## src/rtl/suit_pkg.sv

```systemverilog
// Package: suit_pkg
// Purpose: types and constants shared by the suit template capture block and the
//          suit matchers. Both sides must agree on the window size and on the
//          row-major address order. That is why the SIZE helper lives here.
// Contents:
//   cap_state_t   - top-level capture/dump FSM states
//   dump_phase_t  - sub-phase used while streaming the stored mask
//   ASCII_*       - characters emitted into the binary memory-init text stream
//   suit_size()   - number of mask bits in one suit window
package suit_pkg;

  typedef enum logic [2:0] {
    IDLE,
    ARM,
    CAPTURE,
    DUMP,
    FIN
  } cap_state_t;

  typedef enum logic [2:0] {
    DP_RD,
    DP_W1,
    DP_BIT,
    DP_NL,
    DP_DRAIN
  } dump_phase_t;

  localparam logic [7:0] ASCII_ZERO = 8'h30;
  localparam logic [7:0] ASCII_ONE  = 8'h31;
  localparam logic [7:0] ASCII_NL   = 8'h0A;

  function automatic int suit_size(input int width, input int height);
    return width * height;
  endfunction

endpackage

```

## src/rtl/suit_template_capture_uart_tx.sv

```systemverilog
// Module: uart_tx
// Purpose: 8N1 serial transmitter with a valid/ready byte handshake.
//   A byte is accepted on a cycle where tx_valid && tx_ready.
//   tx_ready stays low from acceptance until the stop bit has finished.
//   Every bit, start and stop included, lasts exactly BAUD_DIV clk cycles.
// Ports:
//   clk, rst  - clock and synchronous active-high reset
//   tx_data   - byte to send, sampled on acceptance
//   tx_valid  - byte available
//   tx_ready  - transmitter idle and able to accept
//   txd       - serial line; idle high
module uart_tx #(
  parameter int BAUD_DIV = 645
) (
  input  logic       clk,
  input  logic       rst,
  input  logic [7:0] tx_data,
  input  logic       tx_valid,
  output logic       tx_ready,
  output logic       txd
);

  localparam int            BW        = (BAUD_DIV > 1) ? $clog2(BAUD_DIV) : 1;
  localparam logic [BW-1:0] LAST_BAUD = BW'(BAUD_DIV - 1);

  logic          busy_q, busy_d;
  logic [8:0]    shift_q, shift_d;
  logic [3:0]    bit_cnt_q, bit_cnt_d;
  logic [BW-1:0] baud_cnt_q, baud_cnt_d;
  logic          txd_q, txd_d;

  // The start bit goes straight into txd_q on acceptance.
  // shift_q holds the data bits followed by a 1, which becomes the stop bit.
  // bit_cnt_q counts the bits already on the line.
  // The value 9 means the stop bit is currently being driven.
  always_comb begin
    busy_d     = busy_q;
    shift_d    = shift_q;
    bit_cnt_d  = bit_cnt_q;
    baud_cnt_d = baud_cnt_q;
    txd_d      = txd_q;
    if (!busy_q) begin
      if (tx_valid) begin
        busy_d     = 1'b1;
        shift_d    = {1'b1, tx_data};
        txd_d      = 1'b0;
        bit_cnt_d  = 4'd0;
        baud_cnt_d = '0;
      end
    end else if (baud_cnt_q == LAST_BAUD) begin
      baud_cnt_d = '0;
      if (bit_cnt_q == 4'd9) begin
        busy_d = 1'b0;
        txd_d  = 1'b1;
      end else begin
        txd_d     = shift_q[0];
        shift_d   = {1'b1, shift_q[8:1]};
        bit_cnt_d = bit_cnt_q + 4'd1;
      end
    end else begin
      baud_cnt_d = baud_cnt_q + BW'(1);
    end
  end

  always_ff @(posedge clk) begin
    if (rst) begin
      busy_q     <= 1'b0;
      shift_q    <= '1;
      bit_cnt_q  <= '0;
      baud_cnt_q <= '0;
      txd_q      <= 1'b1;
    end else begin
      busy_q     <= busy_d;
      shift_q    <= shift_d;
      bit_cnt_q  <= bit_cnt_d;
      baud_cnt_q <= baud_cnt_d;
      txd_q      <= txd_d;
    end
  end

  assign tx_ready = !busy_q;
  assign txd      = txd_q;

endmodule

```

## src/rtl/xilinx_true_dual_port_read_first_2_clock_ram.sv

```systemverilog
// Module: xilinx_true_dual_port_read_first_2_clock_ram
// Purpose: block-RAM style storage for the captured suit mask.
//   Port A is the write port, used during capture.
//   Port B is the read port. It has an array register and an output register,
//   so read data appears two clk cycles after the address is presented.
// Ports:
//   clka, ena, wea, addra, dina - write port
//   clkb, enb, regceb, addrb    - read port controls and address
//   doutb                       - registered read data (2-cycle latency)
module xilinx_true_dual_port_read_first_2_clock_ram #(
  parameter int RAM_WIDTH = 1,
  parameter int RAM_DEPTH = 812,
  parameter int ADDR_W    = $clog2(RAM_DEPTH)
) (
  input  logic                 clka,
  input  logic                 ena,
  input  logic                 wea,
  input  logic [ADDR_W-1:0]    addra,
  input  logic [RAM_WIDTH-1:0] dina,
  input  logic                 clkb,
  input  logic                 enb,
  input  logic                 regceb,
  input  logic [ADDR_W-1:0]    addrb,
  output logic [RAM_WIDTH-1:0] doutb
);

  logic [RAM_WIDTH-1:0] mem [RAM_DEPTH];
  logic [RAM_WIDTH-1:0] ram_data_q;
  logic [RAM_WIDTH-1:0] doutb_q;

  always_ff @(posedge clka) begin
    if (ena && wea) begin
      mem[addra] <= dina;
    end
  end

  // The array read and the output register are separate stages. This matches
  // the BRAM primitive when its output register is enabled.
  always_ff @(posedge clkb) begin
    if (enb) begin
      ram_data_q <= mem[addrb];
    end
  end

  always_ff @(posedge clkb) begin
    if (regceb) begin
      doutb_q <= ram_data_q;
    end
  end

  assign doutb = doutb_q;

endmodule

```

## src/rtl/suit_template_capture.sv

```systemverilog
// Module: suit_template_capture
// Purpose: records the binary mask inside one card-corner suit window and
//   streams it over UART as a binary memory-init text file, one bit per line.
//   Each line is '0' or '1' followed by a newline.
//   The bits are written in the same row-major order the suit matchers use.
// Ports:
//   clk, rst    - pixel clock, synchronous active-high reset
//   hcount      - current pixel column (11 bits)
//   vcount      - current pixel row (10 bits)
//   mask        - binarised pixel aligned with hcount/vcount
//   left_edge   - card left edge (11 bits)
//   top_edge    - card top edge (10 bits)
//   capture_req - single-cycle start pulse
//   busy        - high from accepted capture_req until done
//   done        - single-cycle pulse after the last stop bit
//   uart_txd    - 8N1 serial output, idle high
module suit_template_capture
  import suit_pkg::*;
#(
  parameter int CORNER_WIDTH = 28,
  parameter int RANK_HEIGHT  = 40,
  parameter int SUIT_HEIGHT  = 29,
  parameter int X_INSET      = 4,
  parameter int BAUD_DIV     = 645
) (
  input  logic        clk,
  input  logic        rst,
  input  logic [10:0] hcount,
  input  logic [9:0]  vcount,
  input  logic        mask,
  input  logic [10:0] left_edge,
  input  logic [9:0]  top_edge,
  input  logic        capture_req,
  output logic        busy,
  output logic        done,
  output logic        uart_txd
);

  localparam int            SIZE      = suit_size(CORNER_WIDTH, SUIT_HEIGHT);
  localparam int            AW        = $clog2(SIZE);
  localparam logic [AW-1:0] LAST_ADDR = AW'(SIZE - 1);

  cap_state_t  state_q, state_d;
  dump_phase_t phase_q, phase_d;
  logic [AW-1:0] waddr_q, waddr_d;
  logic [AW-1:0] raddr_q, raddr_d;
  logic          last_q, last_d;
  logic [11:0]   x_lo_q, x_lo_d;
  logic [10:0]   y_lo_q, y_lo_d;

  logic [11:0] x_hi;
  logic [10:0] y_hi;
  logic [11:0] h_ext;
  logic [10:0] v_ext;
  logic        in_window;
  logic        frame_start;
  logic        ram_we;
  logic        ram_dout;
  logic [7:0]  tx_data;
  logic        tx_valid;
  logic        tx_ready;

  // The window bounds are held in registers, so later changes to
  // left_edge/top_edge do not move the window while a capture is running.
  // The column test is exclusive on the left and inclusive on the right,
  // which matches the matchers' window.
  assign x_hi        = x_lo_q + 12'(CORNER_WIDTH);
  assign y_hi        = y_lo_q + 11'(SUIT_HEIGHT);
  assign h_ext       = {1'b0, hcount};
  assign v_ext       = {1'b0, vcount};
  assign in_window   = (h_ext > x_lo_q) && (h_ext <= x_hi) &&
                       (v_ext >= y_lo_q) && (v_ext < y_hi);
  assign frame_start = (hcount == 11'd0) && (vcount == 10'd0);

  // Next-state logic.
  // CAPTURE: the capture restarts from address 0 at every frame start, so a
  //   window clipped by the frame edge never produces a partial dump.
  // DUMP: the read address moves on as soon as the data byte is accepted.
  //   The next bit then has the whole newline byte time to come out of the
  //   2-cycle RAM pipeline, so bytes stay back-to-back.
  always_comb begin
    state_d  = state_q;
    phase_d  = phase_q;
    waddr_d  = waddr_q;
    raddr_d  = raddr_q;
    last_d   = last_q;
    x_lo_d   = x_lo_q;
    y_lo_d   = y_lo_q;
    ram_we   = 1'b0;
    tx_valid = 1'b0;
    tx_data  = ASCII_NL;
    done     = 1'b0;
    case (state_q)
      IDLE: begin
        if (capture_req) begin
          state_d = ARM;
          x_lo_d  = {1'b0, left_edge} + 12'(X_INSET);
          y_lo_d  = {1'b0, top_edge} + 11'(RANK_HEIGHT);
          waddr_d = '0;
        end
      end
      ARM: begin
        if (frame_start) begin
          state_d = CAPTURE;
          waddr_d = '0;
        end
      end
      CAPTURE: begin
        if (frame_start) begin
          waddr_d = '0;
        end else if (in_window) begin
          ram_we = 1'b1;
          if (waddr_q == LAST_ADDR) begin
            state_d = DUMP;
            phase_d = DP_RD;
            raddr_d = '0;
            last_d  = 1'b0;
          end else begin
            waddr_d = waddr_q + AW'(1);
          end
        end
      end
      DUMP: begin
        case (phase_q)
          DP_RD: phase_d = DP_W1;
          DP_W1: phase_d = DP_BIT;
          DP_BIT: begin
            tx_valid = 1'b1;
            tx_data  = ram_dout ? ASCII_ONE : ASCII_ZERO;
            if (tx_ready) begin
              phase_d = DP_NL;
              if (raddr_q == LAST_ADDR) begin
                last_d = 1'b1;
              end else begin
                raddr_d = raddr_q + AW'(1);
              end
            end
          end
          DP_NL: begin
            tx_valid = 1'b1;
            tx_data  = ASCII_NL;
            if (tx_ready) begin
              phase_d = last_q ? DP_DRAIN : DP_BIT;
            end
          end
          DP_DRAIN: begin
            if (tx_ready) begin
              state_d = FIN;
            end
          end
          default: phase_d = DP_RD;
        endcase
      end
      FIN: begin
        done    = 1'b1;
        state_d = IDLE;
      end
      default: state_d = IDLE;
    endcase
  end

  always_ff @(posedge clk) begin
    if (rst) begin
      state_q <= IDLE;
      phase_q <= DP_RD;
      waddr_q <= '0;
      raddr_q <= '0;
      last_q  <= 1'b0;
      x_lo_q  <= '0;
      y_lo_q  <= '0;
    end else begin
      state_q <= state_d;
      phase_q <= phase_d;
      waddr_q <= waddr_d;
      raddr_q <= raddr_d;
      last_q  <= last_d;
      x_lo_q  <= x_lo_d;
      y_lo_q  <= y_lo_d;
    end
  end

  assign busy = (state_q == ARM) || (state_q == CAPTURE) || (state_q == DUMP);

  xilinx_true_dual_port_read_first_2_clock_ram #(
    .RAM_WIDTH (1),
    .RAM_DEPTH (SIZE),
    .ADDR_W    (AW)
  ) u_ram (
    .clka   (clk),
    .ena    (ram_we),
    .wea    (ram_we),
    .addra  (waddr_q),
    .dina   (mask),
    .clkb   (clk),
    .enb    (1'b1),
    .regceb (1'b1),
    .addrb  (raddr_q),
    .doutb  (ram_dout)
  );

  uart_tx #(
    .BAUD_DIV (BAUD_DIV)
  ) u_uart_tx (
    .clk      (clk),
    .rst      (rst),
    .tx_data  (tx_data),
    .tx_valid (tx_valid),
    .tx_ready (tx_ready),
    .txd      (uart_txd)
  );

endmodule

```

## config.mk

```make
export PLATFORM = sky130hd
export DESIGN_NAME = suit_template_capture
export DESIGN_NICKNAME = d
export VERILOG_FILES = /design/src/rtl/suit_pkg.sv /design/src/rtl/suit_template_capture_uart_tx.sv /design/src/rtl/xilinx_true_dual_port_read_first_2_clock_ram.sv /design/src/rtl/suit_template_capture.sv
export SDC_FILE = /design/constraint.sdc
export NUM_CORES = 1
export LEC_CHECK = 0
export CORE_MARGIN = 3
export CORE_UTILIZATION = 40
export DETAILED_ROUTE_END_ITERATION = 10
export MAX_ROUTING_LAYER = met4
export SYNTH_ARGS = -nofsm -noshare
export SYNTH_HDL_FRONTEND = slang
export SYNTH_SLANG_ARGS = --single-unit
```

## constraint.sdc

```tcl
create_clock -name clk -period 6.25 [get_ports clk]
set_clock_uncertainty 0.1 [all_clocks]
set_input_delay 0.625 -clock clk [delete_from_list [all_inputs] [get_ports clk]]
set_output_delay 0.625 -clock clk [all_outputs]
set_load 0.005 [all_outputs]
```

==> flow_summary.rst <==
.. list-table::
   :header-rows: 1

   * - Metric
     - Value
   * - Result of the run
     - finished, final reports clean
   * - Height of the chip
     - 324 um
   * - Detailed-route wire length
     - between 100000 and 150000 um
   * - Warning count from the yosys run
     - 0
   * - Via-to-Cell Ratio
     - 5.88
   * - Number of search-and-repair iterations in the first detailed-routing pass
     - 6
   * - Number of standard-cell rows in the floorplan
     - ~120
   * - FFs w/ async S/R, synth
     - 0%
   * - Maximum fanout along the worst path
     - 32
   * - Setup Slack @ Placement
     - approximately 1.2 ns
   * - Pwr per Cell Area
     - around 270 nW/um^2
   * - Met1 demand-to-capacity share in global routing
     - 29.3%
   * - Data required time at the worst endpoint
     - between 6 and 7 ns
   * - Starting density of the core
     - 40.7%
   * - Layout Nets
     - 3099
   * - Total setup buffers inserted after CTS
     - 0
   * - Sequential Power Share
     - 53.6%
   * - Pins Over Slew Limit
     - 0
   * - Global-route track usage on met2
     - 35.7%
   * - Proportion of synthesized chip area in sequential cells
     - 64.2%
   * - Slew margin rel.
     - 20.4%
   * - Clock period minus final worst setup slack
     - 5.10 ns
   * - Reg clk slew, reported paths
     - 0.06 ns
   * - GRT Residual Overflow
     - 0
   * - Cell with the most instances on the worst path
     - nor3_1
   * - Vias in the first global route
     - 25578
   * - Detailed placement HPWL
     - 64700 um
   * - Area growth from synthesis to layout
     - 11.8%
   * - IO Pins
     - between 40 and 50
   * - Antenna Diode Count
     - 0
   * - Leading cell types by total area after synthesis
     - edfxtp_1 60%, mux4_2 11%, nor2_1 7.3%, dfxtp_1 3.8%, clkbuf_1 1.8%
   * - TritonCTS Buffers
     - 97
   * - Antenna violations before repair
     - 4
   * - Cell Count, Final, Fillers Out
     - 4361
   * - Total global routing track utilization
     - 22.3%
   * - Yosys cell types
     - 73
   * - Share of power burned in the clock network
     - 44.2%
   * - Flip-flop and latch count after synthesis
     - between 800 and 900
   * - Worst R2R Setup Slack
     - 1.15 ns
   * - Number of standard cells after synthesis
     - around 3000
   * - Switching component of the power
     - approximately 0.0025 W
   * - Synth Area in Adders
     - 1.64%
   * - Buffers on Ports
     - 48
   * - Post-detailed-route DRC marker count
     - 0
   * - TritonCTS clock tree
     - yes
   * - Switching share of power
     - between 20% and 30%
   * - Resized cells post-CTS
     - 0
   * - Detailed router's first-iteration violation count
     - 3124
   * - Worst setup startpoint
     - y_lo_q[0]
   * - Portion of the clock cycle consumed by the worst path in the final layout
     - 81.6%
   * - Fill cell instance count of the final layout
     - roughly 8800
   * - Class of the tightest hold or removal check
     - register to register
   * - Global Route met3 Usage
     - under 10%
   * - Yosys top cell area share
     - between 60% and 70%
   * - Depth of the CTS H-tree
     - 3
   * - Number of clock sinks
     - about 890
   * - Reg-to-reg critical path endpoint
     - u_ram.mem[258]
   * - Number of nets still failing antenna checks after routing
     - 0
   * - Global-route wire length before repair
     - 166000 um
   * - Ratio of cells with drive above 1 in the final layout
     - between 10% and 20%
   * - Setup ws final
     - 1.15 ns
   * - Synthesized-area fraction occupied by ao, oa, aoi and oai cells
     - 4.65%
   * - Slowest cell on the critical path
     - nand2_1
   * - Floorplan Core Area
     - 99300 sq um
   * - Via count of the routed design
     - 25645
   * - Element type at the critical path end
     - register
   * - Synth Net Count
     - 3122
   * - Final Setup Violations
     - 0
   * - Fraction of the mapped netlist area in simple logic gates
     - between 10% and 20%
   * - Die Wd
     - 324 um
   * - Overall die area
     - 105000 sq um
   * - CP Class
     - register to register
   * - Placed cell count
     - 4188
   * - Ys flop type
     - edfxtp_1
   * - Critical-path cell list
     - ha_1 -> nor3_1 -> a21o_1 -> nor3_1 -> xnor2_1 -> ha_1 -> a22o_1 -> nor4_1 -> o21ai_0 -> o221ai_1 -> o2111ai_1 -> nor3_1 -> and2_1 -> nand2_1 -> nor2_1
   * - Element type at the critical path start
     - register
   * - Upper clock frequency limit
     - 0.196 GHz
   * - Pin count of the biggest net entering global routing
     - 292
   * - Setup crit end
     - u_ram.mem[258]
   * - Peak supply drop
     - 0.210 mV
   * - Final weighted congestion in routability-driven placement
     - 0.841
   * - Worst Reg-to-Reg Cells
     - 15
   * - Max Cap Violations
     - 0
   * - Clock root cell
     - clkbuf_16
   * - Max stage delay on crit path
     - ~0.7 ns
   * - Arrival time at the worst endpoint
     - 5.35 ns
   * - Largest family of logic cells by synthesized area
     - simple AND/OR/NAND/NOR gates
   * - Slew at the pin closest to its max-slew limit
     - around 1.2 ns
   * - Post-cts hold buffer count
     - 0
   * - Startpoint of the worst hold path
     - u_ram.ram_data_q
   * - Unrepaired setup endpoints after global routing
     - no
   * - Share of power burned in combinational logic
     - under 10%
   * - Multiplexer fraction of the synthesized cell area
     - 12.2%
   * - Worst-Skew Late Latency
     - about 0.68 ns
   * - Number of buffers on the longest clock path
     - 3
   * - Post-detailed-route wirelength per cell
     - 26.2 um
   * - Reg-to-reg critical path startpoint
     - y_lo_q[0]
   * - GR peak layer
     - met2
   * - Total count of hold-check failures in the final report
     - 0
   * - Power Internal
     - 0.00962 W
   * - Leak Pwr
     - 13.2 nW
   * - Post-synthesis cell area
     - 40400 sq um
   * - Setup tns final
     - 0 ns
   * - Share of the synthesized netlist area taken by xor and xnor gates
     - 0.759%
   * - Most area-hungry cell type in the Yosys netlist
     - edfxtp_1
   * - Mean cell area of the mapped netlist
     - 13.4 sq um
   * - EDFF count, synth
     - 812
## state kept, by name, indices dropped and copies added, names as in the netlist, 3 cells and up
name,flops
y_lo_q,11
u_ram.mem,812
phase_q,3
u_uart_tx.baud_cnt_q,10
u_uart_tx.shift_q,8
x_lo_q,12
raddr_q,10
u_uart_tx.bit_cnt_q,4
waddr_q,10
state_q,3
## final cells by class
type / count / area (sq um) / area share, %
clock buffers: 134 / 2600 / 5.76
clock inverters: 39 / 344 / 0.762
inverters: 38 / 143 / 0.316
multi-input cells: 1837 / 13300 / 29.4
flip-flops and latches: 888 / 25900 / 57.4
well taps: 1287 / 1610 / 3.57
repair buffers: 138 / 1260 / 2.78
## metal layers
metal  routed length, um  part of all wire [%]
met2               55000                    48
met5                   0                     0
met3                8780                   7.7
met4                3970                   3.5
met1               46300                    41
## per-stage QoR
| step | power [W] | hold slack, ns | cell area, sq um | util (%) |
|---|---|---|---|---|
| 6_report | 0.0121 | 0.229 | 45100 | 45.5 |
| 5_1_grt | 0.0125 | 0.260 | 45100 | 45.5 |
| 4_1_cts | 0.0122 | 0.233 | 45100 | 45.5 |
| 3_5_place_dp | 0.00689 | 0.216 | 42200 | 42.5 |
| 3_3_place_gp | 0.00688 | 0.221 | 42200 | 42.5 |
| 2_1_floorplan | 0.00674 | 0.210 | 40400 | - |
## synthesized netlist by cell type, types with 9 or more instances
library cell	number
ha_1	53
nor2_1	780
a21oi_1	76
buf_2	17
nand3_1	45
edfxtp_1	812
xor2_1	11
nor4_1	9
nand4_1	16
a221oi_1	10
inv_1	35
o22ai_1	11
mux4_2	193
a22oi_1	20
xnor2_1	24
buf_6	24
mux2i_1	55
clkbuf_1	197
a31oi_1	11
o21ai_0	49
and3_1	14
nand2b_1	12
a21o_1	17
nor2_2	102
nand2_1	125
dfxtp_1	76
a211oi_1	25
nor2b_1	23
nor3_1	32
buf_1	20
## kinds of logic after synthesis
group | count (synthesis)
multiplexers | 252
AND/OR/NAND/NOR | 1213
adder cells (fa/ha/maj) | 53
AO/OA/AOI/OAI | 284
XOR/XNOR | 35
flip-flops | 888
buffers and inverters | 298
## worst min-delay path by stage
stage	cells after the start	end
2_1_floorplan	0	u_ram.doutb
6_report	0	u_ram.doutb
5_1_grt	0	u_ram.doutb
3_5_place_dp	0	u_ram.doutb
4_1_cts	0	u_ram.doutb
3_3_place_gp	0	u_ram.doutb
## power by group through the flow
stage	clock, W	sequential [W]	combinational [W]
floorplan	0	0.00662	0.000121
global placement	0	0.00662	0.000259
detailed placement	0	0.00662	0.000267
CTS	0.00547	0.00650	0.000270
global route	0.00570	0.00650	0.000301
finish	0.00536	0.00650	0.000269
## worst max-delay path, delay by kind of cell (launching register included)
family | cells | cell delay (ns)
fa+ha+maj | 2 | 0.53
xor+xnor | 1 | 0.12
flops | 1 | 0.35
simple gates | 7 | 2.61
compound gates | 5 | 1.06
## cells in the final DEF (no fill, tap or decap), drive strengths merged, types with 7 or more instances in the layout
master / instances
xor2: 11
nand2: 133
a211o: 8
nor4: 10
and2: 7
clkbuf: 134
inv: 40
dfxtp: 76
nand3: 45
nor3: 32
o22ai: 11
nand4: 16
clkdlybuf4s50: 46
a22oi: 20
a21o: 17
nor2: 882
a22o: 8
a221oi: 10
ha: 53
nand2b: 12
mux2i: 55
buf: 92
o21ai: 49
nor2b: 23
a21oi: 76
edfxtp: 812
or2: 7
a31oi: 11
xnor2: 24
a211oi: 25
nor3b: 7
clkinv: 34
and3: 14
mux4: 193
Note: power is estimated with default switching activity, not from simulation.
